File: config.mk
export PLATFORM = sky130hd
export DESIGN_NAME = truth_table_scanner
export DESIGN_NICKNAME = d
export VERILOG_FILES = /design/src/rtl/truth_table_scanner_pkg.sv /design/src/rtl/truth_table_scanner_settle_timer.sv /design/src/rtl/truth_table_scanner.sv
export SDC_FILE = /design/constraint.sdc
export NUM_CORES = 1
export LEC_CHECK = 0
export BUFFER_PORTS_ARGS = -buffer_cell sky130_fd_sc_hd__buf_4
export CORE_MARGIN = 2
export CORE_UTILIZATION = 49
export DETAILED_ROUTE_END_ITERATION = 6
export PLACE_DENSITY = 0.75
export SYNTH_ARGS = -nofsm -noshare
export SYNTH_HDL_FRONTEND = slang
export SYNTH_SLANG_ARGS = --single-unit
File: constraint.sdc
create_clock -name clk -period 1.6 [get_ports clk]
set_clock_uncertainty 0.15 [all_clocks]
set_input_delay 0.32 -clock clk [delete_from_list [all_inputs] [get_ports clk]]
set_output_delay 0.32 -clock clk [all_outputs]
set_load 0.02 [all_outputs]
File: src/rtl/truth_table_scanner_pkg.sv
// Shared types and sizes for the truth-table scanner.
// Latency: n/a (declarations only).
// Backpressure: n/a.
package truth_table_scanner_pkg;

    localparam int VEC_COUNT = 8;  // input vectors per scan (3 inputs)
    localparam int IDX_W     = 3;  // width of the vector index
    localparam int CNT_W     = 4;  // mismatch counter / settle timer width

    typedef enum logic [1:0] {
        ST_IDLE    = 2'd0,
        ST_SETTLE  = 2'd1,
        ST_CAPTURE = 2'd2,
        ST_DONE    = 2'd3
    } state_e;

    // A vector mismatches when either observed output differs from its expectation.
    function automatic logic vec_mismatch(input logic s1_obs, input logic s2_obs,
                                          input logic s1_exp, input logic s2_exp);
        return (s1_obs != s1_exp) || (s2_obs != s2_exp);
    endfunction

endpackage

File: src/rtl/truth_table_scanner_settle_timer.sv
// Settle timer: 4-bit down-counter that flags the last cycle of a settle window.
// Latency: expire_o is high in the SETTLE-th cycle after the load phase ends.
// Backpressure: none; the counter only runs while en_i is high.
//
// Ports:
//   clk, rst  - clock and synchronous active-high reset
//   load_i    - reload the counter (held high whenever the scanner is not settling)
//   en_i      - count down (high while the scanner is settling)
//   expire_o  - settle window ends this cycle
module truth_table_scanner_settle_timer
    import truth_table_scanner_pkg::*;
#(
    parameter int SETTLE = 1
) (
    input  logic clk,
    input  logic rst,
    input  logic load_i,
    input  logic en_i,
    output logic expire_o
);

    // Reloading with SETTLE-1 makes the count hit zero in the SETTLE-th enabled cycle.
    localparam logic [CNT_W-1:0] RELOAD = CNT_W'(SETTLE - 1);

    logic [CNT_W-1:0] cnt_q;
    logic [CNT_W-1:0] cnt_d;

    always_comb begin
        cnt_d = cnt_q;
        if (load_i) begin
            cnt_d = RELOAD;
        end else if (en_i && (cnt_q != '0)) begin
            cnt_d = cnt_q - 1'b1;
        end
    end

    always_ff @(posedge clk) begin
        if (rst) begin
            cnt_q <= '0;
        end else begin
            cnt_q <= cnt_d;
        end
    end

    assign expire_o = en_i && (cnt_q == '0);

endmodule

File: src/rtl/truth_table_scanner.sv
// Truth-table scanner: walks {x,y,z} through 0..7, samples s1/s2 and checks them against expected tables.
// Latency: done pulses 8*(SETTLE+1)+1 cycles after the start edge.
// Backpressure: none; start is ignored while a scan (or its done cycle) is in progress.
//
// Ports:
//   clk, rst            - clock and synchronous active-high reset (overrides everything)
//   start               - one-cycle scan request, honoured only in IDLE
//   x, y, z             - stimulus to the function under test, {x,y,z} = vector index
//   s1, s2              - responses of the function under test
//   busy                - high while settling or capturing
//   done                - one-cycle pulse at scan end
//   pass                - last completed scan had no mismatches
//   err_count           - number of mismatching vectors (0..8)
//   first_err_idx       - lowest mismatching vector index (0 when none)
//   s1_tbl, s2_tbl      - captured responses, bit i = sample at index i
module truth_table_scanner
    import truth_table_scanner_pkg::*;
#(
    parameter int                   SETTLE = 1,
    parameter logic [VEC_COUNT-1:0] EXP_S1 = 8'h0C,
    parameter logic [VEC_COUNT-1:0] EXP_S2 = 8'h0C
) (
    input  logic                 clk,
    input  logic                 rst,
    input  logic                 start,
    output logic                 x,
    output logic                 y,
    output logic                 z,
    input  logic                 s1,
    input  logic                 s2,
    output logic                 busy,
    output logic                 done,
    output logic                 pass,
    output logic [CNT_W-1:0]     err_count,
    output logic [IDX_W-1:0]     first_err_idx,
    output logic [VEC_COUNT-1:0] s1_tbl,
    output logic [VEC_COUNT-1:0] s2_tbl
);

    localparam logic [IDX_W-1:0] LAST_IDX = IDX_W'(VEC_COUNT - 1);

    state_e               state_q;
    logic [IDX_W-1:0]     idx_q;
    logic [IDX_W-1:0]     xyz_q;
    logic                 busy_q;
    logic                 done_q;
    logic                 pass_q;
    logic [CNT_W-1:0]     err_q;
    logic [IDX_W-1:0]     first_q;
    logic [VEC_COUNT-1:0] s1_tbl_q;
    logic [VEC_COUNT-1:0] s2_tbl_q;

    logic                 settle_expired;
    logic                 cap_mism;
    logic [CNT_W-1:0]     err_d;

    // Timer reloads in every non-settling state so each SETTLE phase starts fresh.
    truth_table_scanner_settle_timer #(
        .SETTLE (SETTLE)
    ) u_settle_timer (
        .clk      (clk),
        .rst      (rst),
        .load_i   (state_q != ST_SETTLE),
        .en_i     (state_q == ST_SETTLE),
        .expire_o (settle_expired)
    );

    // Mismatch of the vector being captured; a vector counts once even if both outputs differ.
    always_comb begin
        cap_mism = vec_mismatch(s1, s2, EXP_S1[idx_q], EXP_S2[idx_q]);
        err_d    = err_q;
        if ((state_q == ST_CAPTURE) && cap_mism) begin
            err_d = err_q + 1'b1;
        end
    end

    always_ff @(posedge clk) begin
        if (rst) begin
            state_q  <= ST_IDLE;
            idx_q    <= '0;
            xyz_q    <= '0;
            busy_q   <= 1'b0;
            done_q   <= 1'b0;
            pass_q   <= 1'b0;
            err_q    <= '0;
            first_q  <= '0;
            s1_tbl_q <= '0;
            s2_tbl_q <= '0;
        end else begin
            done_q <= 1'b0;
            unique case (state_q)
                ST_IDLE: begin
                    // Results are held here until the next accepted start clears them.
                    if (start) begin
                        state_q  <= ST_SETTLE;
                        idx_q    <= '0;
                        xyz_q    <= '0;
                        busy_q   <= 1'b1;
                        pass_q   <= 1'b0;
                        err_q    <= '0;
                        first_q  <= '0;
                        s1_tbl_q <= '0;
                        s2_tbl_q <= '0;
                    end
                end
                ST_SETTLE: begin
                    if (settle_expired) begin
                        state_q <= ST_CAPTURE;
                    end
                end
                ST_CAPTURE: begin
                    s1_tbl_q[idx_q] <= s1;
                    s2_tbl_q[idx_q] <= s2;
                    err_q           <= err_d;
                    if (cap_mism && (err_q == '0)) begin
                        first_q <= idx_q;
                    end
                    if (idx_q == LAST_IDX) begin
                        // idx is left at the last vector; IDLE restarts it from 0.
                        state_q <= ST_DONE;
                        busy_q  <= 1'b0;
                        xyz_q   <= '0;
                        done_q  <= 1'b1;
                        pass_q  <= (err_d == '0);
                    end else begin
                        state_q <= ST_SETTLE;
                        idx_q   <= idx_q + 1'b1;
                        xyz_q   <= idx_q + 1'b1;
                    end
                end
                ST_DONE: begin
                    state_q <= ST_IDLE;
                end
                default: begin
                    state_q <= ST_IDLE;
                end
            endcase
        end
    end

    assign x             = xyz_q[2];
    assign y             = xyz_q[1];
    assign z             = xyz_q[0];
    assign busy          = busy_q;
    assign done          = done_q;
    assign pass          = pass_q;
    assign err_count     = err_q;
    assign first_err_idx = first_q;
    assign s1_tbl        = s1_tbl_q;
    assign s2_tbl        = s2_tbl_q;

endmodule

* Yosys cells after proc, flatten, opt, wreduce, memory -nomap -nowiden
Memories as Yosys holds them, arrays and structs flattened. A register that Yosys moved wholly into a read port is not among the register bits. Index checks and enable logic that the tools add are counted. Widths: inputs -> output; s select.
Storage, ports and cells: bits in registers 38, bits in latches 0, bits in writable memories 0, ROM bits 8, output and inout port bits 29, word-level logic and storage cells 80, memories kept 1
Memories:
- (no name shown) | words 8, width 1, rd ports 1, clocked after Yosys merged registers in 1, wr ports 0, line truth_table_scanner.sv:70 | cap_mism = vec_mismatch(s1, s2, EXP_S1[idx_q], EXP_S2[idx_q]);
Cells by class: $add $sub $neg 3, multiply operators 0, div/mod/pow operators 0, $lt $le $gt $ge 2, equal/unequal tests 12, shift-type cells 0, mux-type cells 31, bitwise operators 1, reductions and logical operators 19
Operators by type and width (count):
- $pmux 8 s2 | 2
- $mux 3 | 6
- $pmux 3 s2 | 3
- $bwmux 8 | 2
- $logic_not 4->1 | 3
- $reduce_and 3->1 | 3
- $mux 4 | 2
- $mux 8 | 1
- $pmux 2 s4 | 1
- $pmux 4 s2 | 1
- $mux 1 | 7
- $mux 2 | 3
- $ne 2x1->1 const B | 3
- $ne 2x2->1 const B | 3
- $logic_and 1x1->1 | 5
- $add 4x1->4 const B | 1
- $eq 2x2->1 const B | 2
- $lt 3x4->1 const B | 1
- $pmux 1 s2 | 2
- $reduce_and 2->1 | 2
- $reduce_bool 4->1 | 1
- $reduce_or 2->1 | 2
- $sub 4x1->4 const B | 1
- $add 3x1->3 const B | 1
- 9 further kinds | 10

* Longest topological paths before layout
depth in word-level cells 9, gate-level depth with buffers 7, depth with buffers taken out 7

* Hierarchy
Synthesis repeated with hierarchy kept, for this count alone.
Unflattened totals: cells, all modules 217, area, all modules 1883.1 um^2
Modules (own cells, without submodules):
- truth_table_scanner | times used 1, cells each 194, area each 1672.9 um^2, sequential area each 700.7 um^2
- truth_table_scanner_settle_timer | times used 1, cells each 23, area each 210.2 um^2, sequential area each 80.1 um^2

* Worst setup path before layout
OpenSTA, ideal clock, no wires.
kind flip-flop to flip-flop, start reg err_q[0] (netlist: err_count[0]), end reg pass_q (netlist: pass), setup time 96 ps, arrival 1288 ps, data required time 1354 ps, setup slack 67 ps, stages on the path, launching flop included 6, path buffers 0, clock period less this slack 1533 ps, cell sequence dfxtp_1 inv_1 ha_1 nor2_1 a22oi_1 o41ai_2
On the way: word-level cells in the longest chain between the ends 5
Ends and longest elaborated chain:
- start, declared | line truth_table_scanner.sv:48 | logic [CNT_W-1:0] err_q;
- start signal, assigned | line truth_table_scanner.sv:114 | err_q <= err_d;
- $add 4x1->4 | line truth_table_scanner.sv:73 | err_d = err_q + 1'b1;
- $mux 4 (*) | line truth_table_scanner.sv:72 | if ((state_q == ST_CAPTURE) && cap_mism) begin
- $logic_not 4->1 (*) | line truth_table_scanner.sv:124 | pass_q <= (err_d == '0);
- $mux 1 (*) | line truth_table_scanner.sv:118 | if (idx_q == LAST_IDX) begin
- $pmux 1 s2 (*) | line truth_table_scanner.sv:91 | unique case (state_q)
- end signal, assigned | line truth_table_scanner.sv:124
- end, declared | line truth_table_scanner.sv:47 | logic pass_q;
Every way passes the cells marked *; elsewhere a longest branch is shown, timed or not. The select of a mux whose other input is x is not followed. A chain may end at the register's enable or synchronous reset.

* Worst setup path in the final report
start reg err_q[2] (netlist: err_count[2]), end reg pass_q (netlist: pass)
The elaborated chain is that of the path after synthesis.

==> impl_metrics.yaml <==
outcome:
  status: "finished, final reports clean"
critical_path:
  end_kind: "register"
  worstSetupPathType: "register to register"
  critPathSlowestCell: "dfxtp_1"
  startpoint_type: "register"
  critical_path_arrival_ps: 1640
  required_ps: 1710
  crit_fanout: 5
  critPathMaxStageDelay_ps: 420
  crit_chain: "inv_1 > a211oi_1 > o2111a_1 > a21oi_1 > o41ai_2"
logic_synthesis:
  synth_top_cell_by_area: "dfxtp_1"
  synth_top_cell_area_share: 0.439
  synthMuxAreaShare: 0.0141
  syn-cell-area_sq_mm: 0.00178
  yosys.area_share.simple: 0.262
  synth_fa_ha_area_frac: 0.0352
  synth_fp_nets: 216
  synthFlopType: "dfxtp_1"
  synth_xor_area_frac: 0.00493
  async_reset_ff_frac: 0
  synthDistinctLibCells: 41
  yosys_warnings: 0
  synth-seq-cells: 39
  synth_edf_count: 0
  synth_area_per_cell_sq_um: 8.62
  synth_compound_area_frac: 0.201
  ys_top_cells_by_area: "dfxtp_1 44%, a22oi_1 6.8%, nor2_1 6.5%, a21oi_1 6.5%, nand2_1 3.6%"
  synth_top_family_by_area: "simple AND/OR/NAND/NOR gates"
  seq_area_frac_synth: 0.439
  synthCells: 206
grt:
  grt_pass1_wl_mm: 6.58
  grt_usage: 0.203
  grt_max_degree: 37
  grt_overflow: 0
  grt_pass1_vias: 1480
  antenna_found_initial: 0
layout:
  drive_above_1_share: 0.319
  areaGrowthSynthToFinish_pct: 26.6
  register_area_sq_um: 788
  final_cell_mix: "45 x buf_4, 33 x dfxtp_1, 31 x nor2_1, 21 x a21oi_1, 17 x nand2_1"
  antennaDiodeCount: 0
  post-route-util: 0.659
  nFillCells: 295
  multi_input_area_sq_um: 957
  nets: 257
  final_common_cell: "buf_4"
  final_cell_area_sq_mm: 0.00225
clocking:
  cts_tree: "built"
  cts-root-buf: "clkbuf_4"
  insertion_delay_ps: 350
  holdBufCountCts: 0
  cts_buffers: 5
  htree_num_levels: 2
  clockBufferDepth: 2
  clk_pin_slew_ps: 120
  cts.sinks: 39
placement:
  postPlaceCellArea_sq_mm: 0.00212
  dp_hpwl_mm: 2.71
  io_buffers: 33
  place_ws_ps: -18.4
  place_congestion: 0.897
sta:
  setup_viol: 0
  fin_setup_tns_ps: 0
  maxSlewHeadroom: 0.748
  rsz0062_at_grt: "true"
  period_share: 0.958
  final.setup.worst_slack_ps: 67.9
  period_minus_slack_ps: 1530
  worst_pin_slew_ps: 378
  fmax_ghz: 0.653
  slew_violations: 0
  hold_viol_final: 0
pwr:
  vdd_drop_max_mv: 0.548
  leakagePower_nw: 0.924
  power.density_mw_per_mm2: 819
  total_power_mw: 1.84
die:
  num_rows: 21
  die_h_um: 64.2
  start_util: 0.520
  num_io_pins: 34
  die_area_sq_mm: 0.00412
  fp.coreArea_sq_mm: 0.00342
  die_width_um: 64.2
route:
  wl_mm: 3.88
  via_per_inst: 5.39
  drtIter0Drc: 77
  wire_per_inst_um: 13.2
  first_pass_iters: 4
  ant_nets: 0
  drc: 0
  vias: 1584
worst_hold_path:
  hold_class: "input port to register"
job:
  cap_violations: 0
## cell families (layout without fill, tap and decap cells)
logic type | after synthesis | after routing
XOR/XNOR | 1 | 1
AO/OA/AOI/OAI | 53 | 53
buffers and inverters | 17 | 59
flip-flops | 39 | 39
AND/OR/NAND/NOR | 89 | 89
multiplexers | 2 | 2
adder cells (fa/ha/maj) | 5 | 5
## sequential cells by signal, indices dropped and copies added (netlist names), 2 cells and up, named ones only
register and cells:
s1_tbl 8, s2_tbl 8, err_count 4, u_settle_timer.cnt_q 4
first_err_idx 3, idx_q 3, xyz_q 3, state_q 2
## cells in the mapped netlist (2+ instances only)
master	n
and2b_1	3
nand4_1	2
ha_1	5
nor3_2	2
nand3_1	6
buf_1	2
nand2b_1	4
a211oi_1	4
nor3_1	4
o21bai_1	2
dfxtp_1	39
clkbuf_1	4
nor3b_1	4
a21oi_1	23
nand2_1	17
o21ai_0	2
and2_1	3
buf_2	4
a22oi_1	16
or2_1	2
nor2_1	31
nand3b_1	3
inv_1	6
## per-layer routing
metal	global-route usage	up-vias	wire length (um)
li1	-	808	-
met4	0.0745	0	55
met1	0.252	729	1810
met5	0	-	0
met2	0.336	41	1860
met3	0.0563	6	161
## path summary, 6_finish.rpt
check / from / end / slack [ps] / cells past startpoint
setup reg to reg: err_count[2] / pass / 70 / 5
hold / removal: s2 / s2_tbl[7] / 90 / 3
hold reg to reg: xyz_q[1] / xyz_q[1] / 320 / 2
setup / recovery: err_count[2] / pass / 70 / 5
## final cells by class
cell class              instances  area share
clock buffers                   6      0.0228
multi-input cells             150       0.425
well taps                      46      0.0256
flip-flops and latches         39       0.350
inverters                       6      0.0100
repair buffers                 45       0.150
clock inverters                 2      0.0156
## power breakdown
part | leakage, nW | total [mW] | internal (mW) | switching (mW)
combinational | 0.558 | 0.161 | 0.0614 | 0.0995
sequential | 0.318 | 0.993 | 0.981 | 0.0112
clock | 0.0482 | 0.688 | 0.369 | 0.319
## per-stage QoR
step / cells / hold WS (ps)
2_1_floorplan: 206 / 306
3_3_place_gp: 286 / 299
3_5_place_dp: 286 / 301
4_1_cts: 294 / 78.8
5_1_grt: 294 / 86.6
6_report: 294 / 89.2
## critical path: cells and delay by family, from the launching register on
family,cells,cell delay [ps]
buffers and inverters,1,100
flip-flops,1,420
AO/OA/AOI/OAI,4,780
## repair_timing
item,CTS,global route
resized for setup,0,17
endpoints found under the setup margin,0,24
setup buffers,0,0
No activity file was read; power rests on OpenSTA's default activity.
